File: src/rtl/samm_pkg.sv
// Shared definitions for the systolic matrix multiplier: states, step count,
// counter sizing and the element-slice helper.
package samm_pkg;

  localparam int unsigned SAMM_N = 8;
  localparam int unsigned SAMM_M = 8;
  localparam int unsigned STEPS  = 2 * SAMM_M - 1;

  typedef enum logic [1:0] {
    IDLE   = 2'd0,
    STREAM = 2'd1,
    WAIT   = 2'd2
  } state_e;

  function automatic int unsigned steps_for(input int unsigned m);
    return 2 * m - 1;
  endfunction

  // Step counter width; never narrower than one bit.
  function automatic int unsigned cnt_w(input int unsigned m);
    int unsigned s;
    s = 2 * m - 1;
    return (s > 1) ? $clog2(s) : 1;
  endfunction

  function automatic logic [SAMM_N-1:0] elem(
    input logic [SAMM_M*SAMM_M*SAMM_N-1:0] mat,
    input int unsigned                     r,
    input int unsigned                     c
  );
    return mat[(r*SAMM_M+c)*SAMM_N +: SAMM_N];
  endfunction

endpackage

File: src/rtl/samm_lane_sel.sv
// Picks element (step - lane) of one matrix row/column for a skewed lane,
// or zero when that lane is outside the current wavefront.
module samm_lane_sel
  import samm_pkg::*;
#(
  parameter int unsigned N  = SAMM_N,
  parameter int unsigned M  = SAMM_M,
  parameter int unsigned TW = cnt_w(M)
) (
  input  logic [TW-1:0]  lane_i,
  input  logic [TW-1:0]  step_i,
  input  logic [M*N-1:0] vec_i,
  output logic [N-1:0]   elem_c_o
);

  localparam int unsigned DW = TW + 1;

  logic [DW-1:0] diff;

  // A negative difference sets the top bit, so it never matches an index.
  always_comb begin
    elem_c_o = '0;
    diff     = {1'b0, step_i} - {1'b0, lane_i};
    for (int unsigned c = 0; c < M; c++) begin
      if (diff == DW'(c)) begin
        elem_c_o = vec_i[c*N +: N];
      end
    end
  end

endmodule

File: src/rtl/samm_feeder.sv
// Captures two MxM matrices and streams them to samm as 2M-1 skewed
// wavefronts, then holds off new loads until samm signals completion.
module samm_feeder
  import samm_pkg::*;
#(
  parameter int unsigned N = 8,
  parameter int unsigned M = 8
) (
  input  logic               Clk,
  input  logic               Rst,
  input  logic               In_Dv,
  input  logic [M*M*N-1:0]   Mat_A,
  input  logic [M*M*N-1:0]   Mat_B,
  input  logic               Mul_Done,
  output logic               In_Rdy,
  output logic               Out_Dv,
  output logic [2*M*N-1:0]   Out_A
);

  localparam int unsigned MW      = M * M * N;
  localparam int unsigned LW      = M * N;
  localparam int unsigned STEPS_L = steps_for(M);
  localparam int unsigned TW      = cnt_w(M);
  localparam logic [TW-1:0] T_LAST = TW'(STEPS_L - 1);

  state_e          state_q, state_d;
  logic [TW-1:0]   t_q, t_d;
  logic [MW-1:0]   mat_a_q, mat_a_d;
  logic [MW-1:0]   mat_b_q, mat_b_d;
  logic            out_dv_q, out_dv_d;
  logic [2*LW-1:0] out_a_q, out_a_d;
  logic [2*LW-1:0] lanes_c;

  // Lane j of A takes row j; lane j of B takes column j.
  for (genvar j = 0; j < M; j++) begin : g_lane
    logic [LW-1:0] col_b;

    for (genvar r = 0; r < M; r++) begin : g_col
      assign col_b[r*N +: N] = mat_b_q[(r*M+j)*N +: N];
    end

    samm_lane_sel #(.N(N), .M(M), .TW(TW)) u_hor (
      .lane_i   (TW'(j)),
      .step_i   (t_q),
      .vec_i    (mat_a_q[j*LW +: LW]),
      .elem_c_o (lanes_c[j*N +: N])
    );

    samm_lane_sel #(.N(N), .M(M), .TW(TW)) u_ver (
      .lane_i   (TW'(j)),
      .step_i   (t_q),
      .vec_i    (col_b),
      .elem_c_o (lanes_c[LW + j*N +: N])
    );
  end

  always_ff @(posedge Clk) begin
    if (Rst) begin
      state_q  <= IDLE;
      t_q      <= '0;
      mat_a_q  <= '0;
      mat_b_q  <= '0;
      out_dv_q <= 1'b0;
      out_a_q  <= '0;
    end else begin
      state_q  <= state_d;
      t_q      <= t_d;
      mat_a_q  <= mat_a_d;
      mat_b_q  <= mat_b_d;
      out_dv_q <= out_dv_d;
      out_a_q  <= out_a_d;
    end
  end

  // Next-state and next-output decode; outputs are zero outside STREAM.
  always_comb begin
    state_d  = state_q;
    t_d      = t_q;
    mat_a_d  = mat_a_q;
    mat_b_d  = mat_b_q;
    out_dv_d = 1'b0;
    out_a_d  = '0;
    unique case (state_q)
      IDLE: begin
        if (In_Dv) begin
          mat_a_d = Mat_A;
          mat_b_d = Mat_B;
          t_d     = '0;
          state_d = STREAM;
        end
      end
      STREAM: begin
        out_dv_d = 1'b1;
        out_a_d  = lanes_c;
        if (t_q == T_LAST) begin
          state_d = WAIT;
        end else begin
          t_d = t_q + TW'(1);
        end
      end
      WAIT: begin
        if (Mul_Done) begin
          state_d = IDLE;
        end
      end
      default: state_d = IDLE;
    endcase
  end

  assign In_Rdy = (state_q == IDLE);
  assign Out_Dv = out_dv_q;
  assign Out_A  = out_a_q;

endmodule

File: config.mk
export PLATFORM = sky130hd
export DESIGN_NAME = samm_feeder
export DESIGN_NICKNAME = d
export VERILOG_FILES = /design/src/rtl/samm_pkg.sv /design/src/rtl/samm_lane_sel.sv /design/src/rtl/samm_feeder.sv
export SDC_FILE = /design/constraint.sdc
export NUM_CORES = 2
export LEC_CHECK = 0
export ABC_AREA = 0
export CAP_MARGIN = 20
export CORE_AREA = 3 3 448 450
export CTS_BUF_LIST = sky130_fd_sc_hd__clkbuf_8
export CTS_CLUSTER_DIAMETER = 100
export CTS_CLUSTER_SIZE = 14
export DETAILED_ROUTE_END_ITERATION = 16
export DIE_AREA = 0 0 451 453
export HOLD_SLACK_MARGIN = 0.12
export SLEW_MARGIN = 20
export SYNTH_ARGS = -nofsm -noshare
export SYNTH_HDL_FRONTEND = slang
export SYNTH_SLANG_ARGS = --single-unit
File: constraint.sdc
create_clock -name Clk -period 2.6 [get_ports Clk]
set_input_delay 0.39 -clock Clk [delete_from_list [all_inputs] [get_ports Clk]]
set_output_delay 0.39 -clock Clk [all_outputs]
set_load 0.01 [all_outputs]
==> out/metrics.cfg <==
[pwr]
p_total_mw=36.8
p_leak_nw=27.4
p_per_area_nw_per_um2=487
vdd_drop_max_uv=323

[sta]
tightest_slew_ps=1110
maxSlewHeadroom=0.259
final.period_utilization=0.983
rsz0062_at_grt=no
hold_viol_final=0
setup_viol=0
fin_skew_ps=71.2
slew_violations=0
finalCriticalPeriod_ps=2550
fmax_ghz=0.391
tns_ps=0

[detailed_routing]
via_per_inst=4.94
drtPass1Iterations=9
drc=0
first_iter_violations=5191
wl_met1_mm=106
antenna_left=0
top_layer_used=met5
num_vias=54800
wl_per_cell_um=23.6
wl_met2_mm=123
dr_wl_met3_mm=16.3
routed_wl_mm=262

[synth]
synthesis.area_um2=48300
yosysUniqueCellTypes=75
syn-num-nets=7472
synthCells=6432
synth_edf_count=0
yosys_warnings=0
syn_avg_cell_area_um2=7.51
ys.flop_type=dfxtp_1
ys_async_sr_fraction=0
seq_area_frac_synth=0.480
ys_ff_latch=1159

[clock_network]
cts_buffer_depth=3
numCtsBuffers=97
htreeDepth=3
clk_pin_slew_worst_paths_ps=100
worstSkewPairLatency_ps=920
cts_sinks=1159
cts_root_buffer=clkbuf_8
cts_tree=done

[final_layout]
num-fill-cells=19900
final_common_cell=nand2_1
syn_to_final_growth_pct=56.6
stdcell_count=11100
multiInputGateArea_um2=22700
register_area_um2=23200
layout_common_cells=2309 x nand2_1, 1274 x a21oi_1, 1157 x dfxtp_1
drive_gt1_frac=0.0556
nNetsFinal=9420

[worst_setup_path]
worst_setup_path_end_kind=register
critPathArrivalTime_ps=3320
required_ps=3370
path_common_cell=buf_4
worstPathCellList=buf_4, ha_4, buf_4, buf_4, or2_2, a21oi_2, buf_4, o221ai_1, o221ai_1
crit_fanout=15
critPathKind=reg -> reg
critPathMaxStageDelay_ps=350
startpoint_type=register
crit_path_top_delay_cell=dfxtp_1

[grt]
grt_start_max_net_pins=204
track_usage=0.244
grt_pass1_vias=54200
antenna_found_initial=56
grt_pass1_wl_mm=371
gr-total-overflow=0

[place]
dp_hpwl_mm=188
place.gp.congestion=0.960
dp.cells=9919
port_buffers=1157

[die]
rows=163
die_width_um=451
die_y_um=453
pin_count=1158
core_area_um2=197000
fp.dieArea_um2=204000
start_util=0.245

[min_path]
min_path_type=in -> reg

[outcome]
status=completed

[flow_run]
max-cap-violations=0

## stage by stage
step            util  area, µm²  hold WS, ps  worst slack, ps
4_1_cts        0.383      75400          126             18.0
6_report       0.384      75700          211             45.2
3_3_place_gp   0.325      64000          438             -262
5_1_grt        0.384      75600          117            0.880
3_5_place_dp   0.325      64000          442             -257
2_1_floorplan      -      48300          431              280
## cells in the mapped netlist, types with 14 or more instances
cell / number / share of area
nor3b_1: 14 / 0.0022
buf_2: 114 / 0.012
a31oi_1: 19 / 0.0025
a311oi_1: 15 / 0.0027
a221o_1: 16 / 0.0033
nand2b_1: 33 / 0.0043
buf_1: 26 / 0.0020
nor3_1: 55 / 0.0057
a32oi_1: 14 / 0.0025
o21ai_0: 104 / 0.011
dfxtp_1: 1159 / 0.48
a22oi_1: 31 / 0.0048
or3_1: 16 / 0.0021
o21a_1: 33 / 0.0051
and2_1: 23 / 0.0030
o22ai_1: 43 / 0.0056
inv_1: 62 / 0.0048
a221oi_1: 24 / 0.0043
a32o_1: 18 / 0.0037
nand2_1: 2311 / 0.18
buf_4: 14 / 0.0022
nand3_1: 67 / 0.0069
nor2_1: 64 / 0.0050
o221ai_1: 54 / 0.0098
or2_2: 19 / 0.0025
o211ai_1: 86 / 0.013
clkbuf_1: 404 / 0.031
nor2b_1: 18 / 0.0023
o31a_1: 14 / 0.0025
a211oi_1: 51 / 0.0079
o31ai_1: 17 / 0.0026
and3_1: 58 / 0.0075
a21oi_1: 1275 / 0.13
a2bb2oi_1: 27 / 0.0049
## area by class of cell
| cell class | instances | share of cell area |
|---|---|---|
| Timing Repair Buffer | 2414 | 0.325 |
| Sequential cell | 1159 | 0.307 |
| Multi-Input combinational cell | 4645 | 0.300 |
| Tap cell | 2640 | 0.0437 |
| Clock buffer | 99 | 0.0180 |
| Inverter | 63 | 0.00326 |
| Antenna cell | 56 | 0.00185 |
| Clock inverter | 13 | 0.00144 |
## registers in the layout, indices dropped and copies added, names as in the netlist
signal / count
Out_Dv: 1
mat_b_q: 512
Out_A: 128
t_q: 4
state_q: 2
mat_a_q: 512
## worst paths after layout
kind,from,to,slack [ps],cells past startpoint
worst min-delay path,Mat_B[184],mat_b_q[184],210,3
worst max-delay path,t_q[1],Out_A[36],50,9
worst max register to register,t_q[1],Out_A[36],50,9
worst min register to register,mat_a_q[183],mat_a_q[183],450,2
## timing repair
| action | CTS | global route |
|---|---|---|
| hold endpoints to repair | 1003 | 0 |
| buffers inserted | 0 | 6 |
| hold buffers | 997 | 0 |
| endpoints found under the setup margin | 26 | 24 |
| pin swaps | 0 | 2 |
| resized for setup | 7 | 10 |
| cloned | 0 | 0 |
## power breakdown
part	leakage (nW)	switching [mW]	internal, mW
Sequential	9.50	0.607	18.7
Clock	0.764	6.51	3.48
Combinational	17.1	3.74	3.76
## metal layers
layer | vias to the layer above | global-route usage
met3 | 628 | 0.0449
met4 | 10 | 0.146
met1 | 26100 | 0.297
met5 | - | 0
li1 | 25600 | -
met2 | 2429 | 0.400
## worst max-delay path: cells and delay by family (launching register included)
| family | cells | cell delay [ps] |
|---|---|---|
| buffers and inverters | 4 | 840 |
| AO/OA/AOI/OAI | 3 | 650 |
| flip-flops | 1 | 350 |
| AND/OR/NAND/NOR | 1 | 310 |
| adder cells (fa/ha/maj) | 1 | 240 |
## cell families after synthesis
kind of cell             after synthesis  share of synthesized area
buffers and inverters                628                     0.0536
AND/OR/NAND/NOR                     2695                      0.225
flip-flops                          1159                      0.480
XOR/XNOR                               4                    0.00104
adder cells (fa/ha/maj)               12                    0.00311
multiplexers                           6                    0.00124
AO/OA/AOI/OAI                       1928                      0.236
(Power assumes the default switching activity.)
